### src/rtl/vga_pkg.sv
// Shared types and default geometry for the VGA frame-buffer write path.
package vga_pkg;

    localparam int ADDR_BITS = 11;
    localparam int HD        = 1280;
    localparam int VD        = 1024;

    typedef enum logic [1:0] {
        BLACK = 2'd0,
        WHITE = 2'd1,
        BLUE  = 2'd2,
        GREEN = 2'd3
    } color_t;

    typedef enum logic {
        ST_IDLE  = 1'b0,
        ST_CLEAR = 1'b1
    } fb_state_t;

    typedef struct packed {
        logic [ADDR_BITS-1:0] x;
        logic [ADDR_BITS-1:0] y;
        color_t               color;
    } fb_wr_t;

    function automatic logic in_range(input logic [ADDR_BITS-1:0] x,
                                      input logic [ADDR_BITS-1:0] y,
                                      input int hd, input int vd);
        return (int'(x) < hd) && (int'(y) < vd);
    endfunction

endpackage

### src/rtl/vga_rr_arbiter.sv
// Round-robin grant over NUM_REQ requesters; the pointer only moves on an advance strobe.
module vga_rr_arbiter #(
    parameter  int NUM_REQ = 2,
    localparam int PTR_W   = (NUM_REQ > 1) ? $clog2(NUM_REQ) : 1
) (
    input  logic               clk_i,
    input  logic               arstn_i,
    input  logic               en_i,
    input  logic               adv_i,
    input  logic [NUM_REQ-1:0] req_i,
    output logic [NUM_REQ-1:0] gnt_o
);

    logic [PTR_W-1:0]   r_ptr;
    logic [PTR_W-1:0]   w_cand;
    logic [PTR_W-1:0]   w_idx;
    logic [NUM_REQ-1:0] w_gnt;
    logic               w_found;
    logic               w_hit;

    // First valid requester at or after the pointer, searching upward with wrap.
    always_comb begin
        w_gnt   = '0;
        w_idx   = '0;
        w_found = 1'b0;
        w_cand  = '0;
        w_hit   = 1'b0;
        for (int i = 0; i < NUM_REQ; i++) begin
            w_cand         = PTR_W'((int'(r_ptr) + i) % NUM_REQ);
            w_hit          = en_i && !w_found && req_i[w_cand];
            w_gnt[w_cand]  = w_gnt[w_cand] | w_hit;
            w_idx          = w_hit ? w_cand : w_idx;
            w_found        = w_found | w_hit;
        end
    end

    // Pointer register: moves past the winner only when a transfer happens.
    always_ff @(posedge clk_i) begin
        if (!arstn_i) begin
            r_ptr <= '0;
        end else if (adv_i) begin
            r_ptr <= (int'(w_idx) == NUM_REQ - 1) ? '0 : w_idx + PTR_W'(1);
        end else begin
            r_ptr <= r_ptr;
        end
    end

    assign gnt_o = w_gnt;

endmodule

### src/rtl/vga_fb_write_arbiter.sv
// Frame-buffer write port owner: round-robin sharing between requesters plus a
// full-buffer clear engine. All buffer-side outputs are registered.
module vga_fb_write_arbiter #(
    parameter int NUM_REQ   = 2,
    parameter int HD        = vga_pkg::HD,
    parameter int VD        = vga_pkg::VD,
    parameter int ADDR_BITS = vga_pkg::ADDR_BITS
) (
    input  logic                         clk_i,
    input  logic                         arstn_i,
    input  logic [NUM_REQ-1:0]           req_valid_i,
    output logic [NUM_REQ-1:0]           req_ready_o,
    input  logic [NUM_REQ*ADDR_BITS-1:0] req_x_i,
    input  logic [NUM_REQ*ADDR_BITS-1:0] req_y_i,
    input  logic [NUM_REQ*2-1:0]         req_color_i,
    input  logic                         clear_start_i,
    input  logic [1:0]                   clear_color_i,
    output logic                         we_o,
    output logic [ADDR_BITS-1:0]         addr_x_o,
    output logic [ADDR_BITS-1:0]         addr_y_o,
    output logic [1:0]                   color_o,
    output logic                         busy_o,
    output logic                         clear_done_o,
    output logic                         range_err_o
);
    import vga_pkg::*;

    localparam logic [ADDR_BITS-1:0] X_LAST = ADDR_BITS'(HD - 1);
    localparam logic [ADDR_BITS-1:0] Y_LAST = ADDR_BITS'(VD - 1);

    fb_state_t            r_state;
    fb_state_t            w_state_nxt;
    logic                 r_we;
    logic [ADDR_BITS-1:0] r_x;
    logic [ADDR_BITS-1:0] r_y;
    logic [1:0]           r_color;
    logic                 r_busy;
    logic                 r_done;
    logic                 r_rerr;

    logic [NUM_REQ-1:0]   w_gnt;
    logic                 w_arb_en;
    logic                 w_xfer;
    logic                 w_in_range;
    logic                 w_clr_last;
    fb_wr_t               w_sel;

    // Grants are withheld while clearing, when a clear is being started, and in
    // the done-pulse cycle so the completion is seen before new pixels land.
    assign w_arb_en   = arstn_i && (r_state == ST_IDLE) && !clear_start_i && !r_done;
    assign w_xfer     = |(req_valid_i & w_gnt);
    assign w_clr_last = (r_x == X_LAST) && (r_y == Y_LAST);
    assign w_in_range = in_range(w_sel.x, w_sel.y, HD, VD);

    vga_rr_arbiter #(.NUM_REQ(NUM_REQ)) u_arb (
        .clk_i   (clk_i),
        .arstn_i (arstn_i),
        .en_i    (w_arb_en),
        .adv_i   (w_xfer),
        .req_i   (req_valid_i),
        .gnt_o   (w_gnt)
    );

    // One-hot grant selects the winning requester's coordinates and colour.
    always_comb begin
        w_sel = '0;
        for (int i = 0; i < NUM_REQ; i++) begin
            w_sel.x     = w_sel.x | (req_x_i[i*ADDR_BITS +: ADDR_BITS] & {ADDR_BITS{w_gnt[i]}});
            w_sel.y     = w_sel.y | (req_y_i[i*ADDR_BITS +: ADDR_BITS] & {ADDR_BITS{w_gnt[i]}});
            w_sel.color = color_t'(w_sel.color | (req_color_i[i*2 +: 2] & {2{w_gnt[i]}}));
        end
    end

    // Next-state logic for the IDLE/CLEAR controller.
    always_comb begin
        w_state_nxt = r_state;
        case (r_state)
            ST_IDLE: begin
                if (clear_start_i) begin
                    w_state_nxt = ST_CLEAR;
                end else begin
                    w_state_nxt = ST_IDLE;
                end
            end
            ST_CLEAR: begin
                if (w_clr_last) begin
                    w_state_nxt = ST_IDLE;
                end else begin
                    w_state_nxt = ST_CLEAR;
                end
            end
            default: w_state_nxt = ST_IDLE;
        endcase
    end

    // State register.
    always_ff @(posedge clk_i) begin
        if (!arstn_i) begin
            r_state <= ST_IDLE;
        end else begin
            r_state <= w_state_nxt;
        end
    end

    // Output registers; r_x/r_y double as the sweep counters, holding the
    // address currently presented on the port.
    always_ff @(posedge clk_i) begin
        if (!arstn_i) begin
            r_we    <= 1'b0;
            r_x     <= '0;
            r_y     <= '0;
            r_color <= 2'd0;
            r_busy  <= 1'b0;
            r_done  <= 1'b0;
            r_rerr  <= 1'b0;
        end else begin
            r_done <= 1'b0;
            r_rerr <= 1'b0;
            case (r_state)
                ST_IDLE: begin
                    if (clear_start_i) begin
                        r_we    <= 1'b1;
                        r_x     <= '0;
                        r_y     <= '0;
                        r_color <= clear_color_i;
                        r_busy  <= 1'b1;
                    end else if (w_xfer && w_in_range) begin
                        r_we    <= 1'b1;
                        r_x     <= w_sel.x;
                        r_y     <= w_sel.y;
                        r_color <= w_sel.color;
                    end else if (w_xfer) begin
                        r_we    <= 1'b0;
                        r_rerr  <= 1'b1;
                    end else begin
                        r_we    <= 1'b0;
                    end
                end
                ST_CLEAR: begin
                    if (w_clr_last) begin
                        r_we   <= 1'b0;
                        r_busy <= 1'b0;
                        r_done <= 1'b1;
                    end else if (r_x == X_LAST) begin
                        r_we <= 1'b1;
                        r_x  <= '0;
                        r_y  <= (r_y == Y_LAST) ? '0 : r_y + ADDR_BITS'(1);
                    end else begin
                        r_we <= 1'b1;
                        r_x  <= r_x + ADDR_BITS'(1);
                    end
                end
                default: begin
                    r_we   <= 1'b0;
                    r_busy <= 1'b0;
                end
            endcase
        end
    end

    assign req_ready_o  = w_gnt;
    assign we_o         = r_we;
    assign addr_x_o     = r_x;
    assign addr_y_o     = r_y;
    assign color_o      = r_color;
    assign busy_o       = r_busy;
    assign clear_done_o = r_done;
    assign range_err_o  = r_rerr;

endmodule
### config.mk
export PLATFORM = sky130hd
export DESIGN_NAME = vga_fb_write_arbiter
export DESIGN_NICKNAME = d
export VERILOG_FILES = /design/src/rtl/vga_pkg.sv /design/src/rtl/vga_rr_arbiter.sv /design/src/rtl/vga_fb_write_arbiter.sv
export SDC_FILE = /design/constraint.sdc
export NUM_CORES = 1
export LEC_CHECK = 0
export BUFFER_PORTS_ARGS = -buffer_cell sky130_fd_sc_hd__clkbuf_2
export CAP_MARGIN = 20
export CORE_ASPECT_RATIO = 1.25
export CORE_MARGIN = 3
export CORE_UTILIZATION = 35
export CTS_BUF_LIST = sky130_fd_sc_hd__clkbuf_16
export CTS_CLUSTER_DIAMETER = 50
export DETAILED_ROUTE_END_ITERATION = 8
export HOLD_SLACK_MARGIN = 0.08
export PLACE_DENSITY = 0.67
export SLEW_MARGIN = 20
export SYNTH_ARGS = -nofsm -noshare
export SYNTH_HDL_FRONTEND = slang
export SYNTH_SLANG_ARGS = --single-unit
### constraint.sdc
create_clock -name clk_i -period 4.4 [get_ports clk_i]
set_input_delay 0.88 -clock clk_i [delete_from_list [all_inputs] [get_ports clk_i]]
set_output_delay 0.88 -clock clk_i [all_outputs]
set_load 0.02 [all_outputs]
==> run metrics, run 1 <==
largest net degree at the start of global routing=26; number of synthesized flops with an enable pin=0; Clock Latency Late Sink=approximately 0.27 ns; period utilization=79.39%; Worst Path Arrival=between 2 and 3 ns; ANT nets after route=0; final hold violations=0; Post-synth ARST share=0%; status=finished, final reports clean; initial drt markers=226; critical path's slowest cell=or4b_1; Leak=1.092 nW; nets@finish=roughly 390; post-CTS sizing=0; vias in the first global route=2342; synth unique cells=63; Slew HR=between 30 and 40%; first-pass GRT wire length=about 11 mm; Post-Syn Instances=252; top_reg_cell synth=dfxtp_1; syn_area_per_cell=about 8.1 um^2; Area contributors post-synth=dfxtp_1 29%, a32o_1 4.4%, nor2_1 4.2%, nand2_1 3.5%, o21ai_0 3.4%; Worst Setup Start Kind=input port; die extent in x=74.34 um; Synth warnings=0; met2 Resource Use GR=32.99%; TritonCTS clock tree=built; CP delay by family, top=simple AND/OR/NAND/NOR gates; f_max=286.3 MHz; I/O Pins=85; FP Rows=30; I/O Buffers=84; post-synthesis sequential area ratio=29.39%; WS Path Type=in2out; Clock Skews=0.006346 ns; Max rail drop VDD=0.1468 mV; minimum clock period=3.493 ns; RSZ-0062 raised after global routing=false; Worst-Margin Slew=0.8977 ns; core area=5555 um^2; Max FO, Critical Path=25; vias post-DR=about 2.4k; GR Util met1=~28%; final hold slack=0.5039 ns; M3 GR Usage=under 10%; worst min-delay path category=reg2reg; cells along the critical path=clkbuf_2 -> or4b_1 -> nor2_1 -> buf_4 -> clkbuf_2; initial antenna violation count=0; largest area contributor in the netlist=dfxtp_1; DP HPWL=between 4 and 5 mm; n_diodes=0; clock-pin slew on the worst setup and hold paths=0.05 ns; routed len/inst=17.80 um; Post-CTS Setup Bufs=0; Max Slew Vio Count=0; die area=6797 um^2; final wirelength=6.978 mm; Req. time, crit path=3.52 ns; CTS hold repair buffers=0; Syn-to-layout area delta=27.74%; Crit path top cell by count=clkbuf_2; Die Ht=~91 um; crit path buf inv count=3; fraction of layout cells with a size suffix above 1=between 30 and 40%; Seq cells post-synth=30; Yosys top cell area share=29.39%; layer with the highest usage=met2; total CTS buffers=5; Max-Cap Viols=0; placed cell area=2477 um^2; CTS root buf=clkbuf_16; Clock Sink Count=30; Initial Utilization=36.78%; Setup Viol. Count Final=0; critical path endpoint category=output pin; Worst path max stage delay=between 0.7 and 0.8 ns; grt ovf=0; Syn Nets=309; Final Cell Area=2610 um^2; Pwr Density=295.1 nW/um^2; Design Power=approximately 770 uW; drt via density=6.232; RD Place Congestion=approximately 0.87; GRT Total Usage=20.64%; Pre-antenna DRT Iters=5; Max clock buf depth=2; H-Tree Depth=2; Setup TNS Final=0 ns; Post-Syn Area=2043 um^2; DRC viols=0
-- state kept, by name, summed over array words and instances (netlist names), named ones only --
name          count
addr_x_o         11
addr_y_o         11
busy_o            1
clear_done_o      1
color_o           2
r_state           1
range_err_o       1
we_o              1
-- cell families after synthesis --
family                     count (synthesis)  synth area share (%)
muxes                                      1                0.4899
and+or+nand+nor                           98                 25.96
buffers and inverters                     23                 5.082
adders and majority gates                  2                 1.225
AOI/OAI and AO/OA                         98                 37.85
DFF                                       30                 29.39
-- power by group --
part           internal [mW]  switching (mW)
combinational         0.0641          0.0920
clock                  0.201           0.111
sequential             0.285          0.0168
-- cell usage after synthesis (all sizes together) (2+ instances only) --
cell    count
and4        2
nand4       7
o32a        2
clkbuf      9
o311a       2
nand3      12
a31o        2
a31oi       4
a221o       2
a21boi      2
o22ai       9
o21ai      16
and3        4
nor3        9
or3         2
nand2      19
o31ai       2
nor4        7
a32o        9
dfxtp      30
nand2b      2
inv         6
a211oi      4
a32oi       5
a21oi       8
buf         8
a22oi       2
or2         2
a222oi      4
o32ai       4
o21a        2
or4         2
nor2b       2
ha          2
a221oi      6
a22o        2
and2        2
nor2       23
-- final timing paths --
| path | startpoint | end | slack (ns) | depth (start not counted) |
|---|---|---|---|---|
| worst max-delay path | arstn_i | req_ready_o[0] | 0.91 | 5 |
| worst min-delay path | busy_o | busy_o | 0.50 | 2 |
| worst max register to register | r_state | addr_x_o[3] | 1.79 | 5 |
| worst min register to register | busy_o | busy_o | 0.50 | 2 |
-- routing by layer --
layer | wire length (um) | share of wire, % | vias to the layer above
met5 | 0 | 0 | -
met4 | 72 | 1.0 | 0
met3 | 498 | 7.1 | 5
met2 | 3293 | 47 | 123
met1 | 3113 | 45 | 1144
li1 | - | - | 1171
-- layout by cell type, fill, tap and decap left out, types with 8 or more instances in the layout --
cell type	instances
nand2_1	19
clkbuf_2	84
a21oi_1	8
o21ai_0	14
nand3_1	12
a32o_1	9
inv_1	8
nor2_1	23
dfxtp_1	30
nor3_1	9
o22ai_1	9
-- stage by stage --
| stage | setup slack, ns | instances | util (%) |
|---|---|---|---|
| 6_report | 0.9067 | 392 | 46.98 |
| 5_1_grt | 0.7812 | 392 | 46.98 |
| 4_1_cts | 0.9155 | 392 | 46.98 |
| 3_5_place_dp | 0.9265 | 385 | 44.59 |
| 3_3_place_gp | 0.9556 | 385 | 44.59 |
| 2_1_floorplan | 1.589 | 252 | - |
-- final cells by class --
class	count	area, um^2
well taps	64	80.08
flip-flops and latches	30	600.6
fillers	568	2945
multi-input cells	199	1339
inverters	6	22.52
clock buffers	5	125.1
clock inverters	2	7.507
repair buffers	86	435.4
-- worst reg2reg max path, delay by kind of cell (launching register included) --
family,cells,cell delay (ns)
AND/OR/NAND/NOR,2,0.73
flip-flops,1,0.50
AO/OA/AOI/OAI,3,1.27
Power figures use the tool's default switching activity.
==> inputs of run 2 (changes only) <==
--- a/config.mk
+++ b/config.mk
@@ -5,6 +5,7 @@
 export SDC_FILE = /design/constraint.sdc
 export NUM_CORES = 1
 export LEC_CHECK = 0
+export ABC_AREA = 1
 export BUFFER_PORTS_ARGS = -buffer_cell sky130_fd_sc_hd__clkbuf_2
 export CAP_MARGIN = 20
 export CORE_ASPECT_RATIO = 1.25
@@ -14,7 +15,7 @@
 export CTS_CLUSTER_DIAMETER = 50
 export DETAILED_ROUTE_END_ITERATION = 8
 export HOLD_SLACK_MARGIN = 0.08
-export PLACE_DENSITY = 0.67
+export PLACE_DENSITY = 0.69
 export SLEW_MARGIN = 20
 export SYNTH_ARGS = -nofsm -noshare
 export SYNTH_HDL_FRONTEND = slang
==> constraint.sdc (replaced) <==
create_clock -name clk_i -period 3.1 [get_ports clk_i]
set_input_delay 0.62 -clock clk_i [delete_from_list [all_inputs] [get_ports clk_i]]
set_output_delay 0.62 -clock clk_i [all_outputs]
set_load 0.02 [all_outputs]
==> run 2 against run 1 <==
  * Global-route usage down 1.8 points
  * Critical path depth shrank 1
  * Cell count rose by 23%
  * Flip-flop and latch count is the same
  * Worst hold slack worse by 0.027 ns
  * Highest routed layer unchanged
==> run metrics, run 2 <==
status=finished, final reports clean; Worst Path Arrival=1.74 ns (-0.87 ns); largest area contributor in the netlist=dfxtp_1; Post-Syn Area=2100 um^2 (+2.8%); clock-pin slew on the worst setup and hold paths=0.05 ns (about the same); Req. time, crit path=2.48 ns (-1.04 ns); Post-synth ARST share=0% (unchanged); Worst Setup Start Kind=flop; Seq cells post-synth=30 (unchanged); first-pass GRT wire length=10.24 mm (-8.7%); fraction of layout cells with a size suffix above 1=26.14% (-5.0 points); Setup Viol. Count Final=0 (unchanged); post-synthesis mux area share=0% (-0.49 points); worst min-delay path category=reg2reg; most frequent cells in the layout=84 x clkbuf_2, 79 x nand2_1, 62 x nor2_1; placed cell count=474 (+23%); final hold violations=0 (unchanged); vias in the first global route=2262 (-3.4%); Synth warnings=0 (unchanged); final wirelength=6.336 mm (-9.2%); top cells by count, synth=79 x nand2_1, 62 x nor2_1, 30 x dfxtp_1, 29 x inv_1, 28 x nand3_1; I/O Buffers=84 (unchanged); Synth Area in Compound Gates=16.09% (-22 points); die extent in x=75.28 um (+1.3%); Clock Sink Count=30 (unchanged); top_reg_cell synth=dfxtp_1; RD Place Congestion=0.9088 (+5.0%); nets@finish=474 (+23%); M3 GR Usage=4.126% (+1.4 points); CTS hold repair buffers=0 (unchanged); Max-Cap Viols=0 (unchanged); Syn Nets=391 (+27%); Max clock buf depth=2 (unchanged); RSZ-0062 raised after global routing=false; Pwr Density=452.4 nW/um^2 (+53%); pre-CTS setup slack=0.6241 ns (-0.3024 ns); DRC viols=0 (unchanged); Yosys top cell area share=28.61% (-0.79 points); Simple-Gate Fraction of Synth Area=42.67% (+17 points); layer with the highest usage=met2; Pre-antenna DRT Iters=7 (+2); Layout Cells excl Fill=481 (+23%); core area=5630 um^2 (+1.4%); vias post-DR=2471 (+1.1%); Initial Utilization=37.29% (+0.51 points); Leak=1.333 nW (+22%); Synth Area in Adders=1.192% (-0.033 points); n_diodes=0 (unchanged); die area=6970 um^2 (+2.6%); minimum clock period=2.355 ns; H-Tree Depth=2 (unchanged); Clock Latency Late Sink=0.28 ns (about the same); drt via density=5.137 (-18%); period utilization=75.97%; Post-CTS Setup Bufs=0 (unchanged); Max rail drop VDD=0.2163 mV (+47%); Finished Core Util=48.09% (+1.1 points); ANT nets after route=0 (unchanged); WS Path Type=reg2out; most common cell after layout, fill and taps aside=clkbuf_2; Die Ht=92.60 um (+1.3%); initial antenna violation count=0 (unchanged); largest net degree at the start of global routing=28 (+7.7%); Max Slew Vio Count=0 (unchanged); post-synthesis sequential area ratio=28.61% (-0.79 points); number of synthesized flops with an enable pin=0 (unchanged); DP HPWL=4.824 mm (-3.3%); critical path endpoint category=output pin; Syn-to-layout area delta=28.96%; syn_area_per_cell=6.286 um^2 (-22%); final worst slack=0.7449 ns (-0.1617 ns); Design Power=1.225 mW (+59%); total CTS buffers=5 (unchanged); GRT Total Usage=18.84% (-1.8 points); main combinational cell family by area after synthesis=simple AND/OR/NAND/NOR gates; Area contributors post-synth=dfxtp_1 29%, nand2_1 14%, nor2_1 11%, nand3_1 6.7%, inv_1 5.2%; R2R Path Start=r_state; f_max=around 420 MHz; routed len/inst=13.17 um (-26%); Worst-Margin Slew=0.5612 ns (-0.3365 ns); GR Util met1=22.74% (-5.3 points); Max FO, Critical Path=15 (-40%); CP startpoint=r_state; Setup TNS Final=0 ns (unchanged); FP Rows=30 (unchanged); met2 Resource Use GR=31.61% (-1.4 points); Slew HR=62.54% (+23 points); synth unique cells=37 (-41%); initial drt markers=129 (-43%); grt ovf=0 (unchanged); most frequent cell after synthesis=nand2_1; CTS root buf=clkbuf_16; XOR/XNOR Fraction of Synth Area=3.337% (+3.3 points); post-CTS sizing=0 (unchanged); Post-Syn Instances=334 (+33%); I/O Pins=85 (unchanged); Clock Skews=0.005824 ns (-0.0005221 ns); TritonCTS clock tree=built
==> run 2: power by group <==
group	internal (mW)	switching, mW	total, mW
clock	0.289	0.174	0.463
sequential	0.419	0.0457	0.465
combinational	0.116	0.180	0.296
total	0.825	0.400	1.22
==> run 2: cell type report <==
cell class / count / area (um^2)
Inverter: 30 / 112.6
Timing Repair Buffer: 88 / 450.4
Clock buffer: 5 / 125.1
Sequential cell: 30 / 600.6
Tap cell: 64 / 80.08
Fill cell: 622 / 2923
Multi-Input combinational cell: 262 / 1329
Clock inverter: 2 / 10.01
==> run 2: metrics by stage <==
stage / hold WS [ns] / cell area, um^2
2_1_floorplan: 0.4436 / 2100
4_1_cts: 0.4787 / 2708
5_1_grt: 0.5186 / 2708
6_report: 0.4766 / 2708
3_5_place_dp: 0.4706 / 2572
3_3_place_gp: 0.4544 / 2572
==> run 2: worst paths after layout <==
kind	endpoint	slack (ns)	depth (start not counted)
setup / recovery	req_ready_o[1]	0.74	4
hold / removal	flop	0.48	2
setup reg to reg	addr_x_o[0]	0.86	10
hold reg to reg	flop	0.48	2
==> run 2: cells by family (layout without fill, tap and decap cells) <==
kind of cell	count (synthesis)	in the layout
xor+xnor	8	8
flops	30	30
buf+inv	42	125
compound gates	54	54
fa+ha+maj	2	2
simple gates	198	198
==> run 2: metal layers <==
layer | up-vias | part of all wire [%]
li1 | 1271 | -
met5 | - | 0
met2 | 98 | 49
met1 | 1091 | 41
met3 | 11 | 7.1
met4 | 0 | 2.2
==> run 2: critical path: stages, from the launching register on <==
cell      delay, ns
dfxtp_1        0.48
nor2_4         0.25
nand3_4        0.16
nor2_4         0.32
clkbuf_2       0.24
==> inputs of run 3 (changes only) <==
--- a/config.mk
+++ b/config.mk
@@ -5,7 +5,7 @@
 export SDC_FILE = /design/constraint.sdc
 export NUM_CORES = 1
 export LEC_CHECK = 0
-export ABC_AREA = 1
+export ABC_AREA = 0
 export BUFFER_PORTS_ARGS = -buffer_cell sky130_fd_sc_hd__clkbuf_2
 export CAP_MARGIN = 20
 export CORE_ASPECT_RATIO = 1.25
@@ -15,7 +15,7 @@
 export CTS_CLUSTER_DIAMETER = 50
 export DETAILED_ROUTE_END_ITERATION = 8
 export HOLD_SLACK_MARGIN = 0.08
-export PLACE_DENSITY = 0.69
+export PLACE_DENSITY = 0.7
 export SLEW_MARGIN = 20
 export SYNTH_ARGS = -nofsm -noshare
 export SYNTH_HDL_FRONTEND = slang
==> constraint.sdc (replaced) <==
create_clock -name clk_i -period 2 [get_ports clk_i]
set_input_delay 0.4 -clock clk_i [delete_from_list [all_inputs] [get_ports clk_i]]
set_output_delay 0.4 -clock clk_i [all_outputs]
set_load 0.02 [all_outputs]
==> run 3 against run 2 <==
  * Flip-flop and latch count is the same
  * Critical path depth unchanged
  * Combinational power rose by 57%
  * First-iteration DRC count increased by 60%
  * Critical endpoint is now req_ready_o[0]
==> run metrics, run 3 (synthesis gave the netlist of run 1 again) <==
status=finished, final reports clean; Syn-to-layout area delta=54.32%; CTS hold repair buffers=0 (unchanged); Design Power=1.797 mW (+47%); core area=5555 um^2 (-1.3%); Pre-antenna DRT Iters=5 (-2); fraction of layout cells with a size suffix above 1=46.25% (+20 points); Initial Utilization=36.78% (-0.51 points); period utilization=between 90 and 100%; Worst path max stage delay=0.53 ns (+0.05 ns); Leak=1.410 nW (+5.8%); first-pass GRT wire length=12.50 mm (+22%); vias in the first global route=2655 (+17%); Clock Latency Late Sink=0.27 ns (about the same); Pwr Density=569.9 nW/um^2 (+26%); vias post-DR=2682 (+8.5%); I/O Buffers=84 (unchanged); n_diodes=0 (unchanged); largest net degree at the start of global routing=15 (-46%); Max-Cap Viols=0 (unchanged); Max rail drop VDD=0.3422 mV (+58%); Clock Sink Count=30 (unchanged); WS Path Type=reg2out; nets@finish=445 (-6.1%); die extent in x=74.34 um (-1.2%); CP delay by family, top=simple AND/OR/NAND/NOR gates; Setup TNS Final=0 ns (unchanged); most common cell after layout, fill and taps aside=clkbuf_2; R2R Setup Slk=0.13 ns (-0.73 ns); FP Rows=30 (unchanged); RSZ-0062 raised after global routing=false; Fillers=537 (-14%); Setup Viol. Count Final=0 (unchanged); Max FO, Critical Path=4 (-11); cells along the critical path=or4b_4 -> nor2_4 -> buf_6 -> buf_4; ANT nets after route=0 (unchanged); drt via density=5.947 (+16%); critical path endpoint category=output pin; routed len/inst=17.27 um (+31%); minimum clock period=1.953 ns; Worst Path Arrival=1.55 ns (-0.19 ns); H-Tree Depth=2 (unchanged); Max Slew Vio Count=0 (unchanged); final worst slack=0.04700 ns (-0.6979 ns); grt ovf=0 (unchanged); Slew HR=72.80% (+10 points); Clock Skews=0.005661 ns (-0.0001630 ns); Max clock buf depth=2 (unchanged); initial antenna violation count=0 (unchanged); worst min-delay path category=reg2reg; DP HPWL=5.976 mm (+24%); Die Ht=91.43 um (-1.3%); TritonCTS clock tree=built; CTS root buf=clkbuf_16; Req. time, crit path=1.60 ns (-0.88 ns); I/O Pins=85 (unchanged); most frequent cells in the layout=83 x clkbuf_2, 61 x buf_4, 23 x dfxtp_1; die area=6797 um^2 (-2.5%); Worst-Margin Slew=0.4037 ns (-0.1574 ns); final hold violations=0 (unchanged); total CTS buffers=5 (unchanged); RD Place Congestion=0.9075 (-0.14%); clock-pin slew on the worst setup and hold paths=0.05 ns (about the same); final wirelength=7.788 mm (+23%); GRT Total Usage=23.25% (+4.4 points); Worst Setup Start Kind=flop; crit path buf inv count=2 (+1); critical path's slowest cell=or4b_4; DRC viols=0 (unchanged); pre-CTS setup slack=-0.06222 ns (-0.6863 ns); f_max=512.0 MHz; initial drt markers=206 (+60%)
[run 3: cell types whose count changed in the layout (fill, tap and decap cells not counted), moves of 9 or more]
cell     change
a21oi_1     -11
buf_4       +57
inv_1       -23
nand2_1     -60
nand3_1     -16
nor2_1      -41
o22ai_1      +9
[run 3: path summary, 6_finish.rpt]
path	from	to	depth (start not counted)
max	clear_done_o	req_ready_o[0]	4
min	busy_o	busy_o	2
max reg2reg	addr_x_o[8]	addr_x_o[9]	5
min reg2reg	busy_o	busy_o	2
[run 3: area by class of cell]
| type | instances | area, um^2 | area share, % |
|---|---|---|---|
| Clock buffer | 5 | 125.1 | 3.968 |
| Clock inverter | 1 | 3.754 | 0.1190 |
| Multi-Input combinational cell | 199 | 1408 | 44.64 |
| Inverter | 6 | 22.52 | 0.7143 |
| Timing Repair Buffer | 146 | 904.6 | 28.69 |
| Sequential cell | 30 | 609.3 | 19.33 |
| Tap cell | 64 | 80.08 | 2.540 |
[run 3: through the flow]
| step | hold WS [ns] | instance area [um^2] | util (%) | std cells |
|---|---|---|---|---|
| after floorplan | 0.4916 | 2071 | - | 252 |
| after global placement | 0.4571 | 2960 | 53.29 | 444 |
| after detailed placement | 0.4702 | 2960 | 53.29 | 444 |
| after CTS | 0.4747 | 3108 | 55.95 | 450 |
| after global routing | 0.5142 | 3153 | 56.76 | 451 |
| final | 0.4751 | 3153 | 56.76 | 451 |
[run 3: worst min-delay path, stage by stage, from the launching register on]
cell	delay, ns
dfxtp_1	0.33
nor2_1	0.05
nor2_1	0.07
[run 3: timing repair]
| action | 4_1_cts | 5_1_grt |
|---|---|---|
| setup endpoints to repair | 1 | 16 |
| endpoints found under the hold margin | 0 | 0 |
| pin swaps | 1 | 1 |
| buffers inserted | 0 | 1 |
| gates resized for setup | 6 | 10 |
[run 3: report_power, final]
group	internal [mW]	leakage [nW]	total [mW]	switching [mW]
clock	0.441	0.0632	0.684	0.243
sequential	0.628	0.247	0.649	0.0203
combinational	0.218	1.10	0.465	0.246
[run 3: layer usage]
metal	GRT usage, %	wire [um]
met1	29.25	3341
met2	39.42	3881
met3	4.208	469
met4	7.122	96
met5	0	0
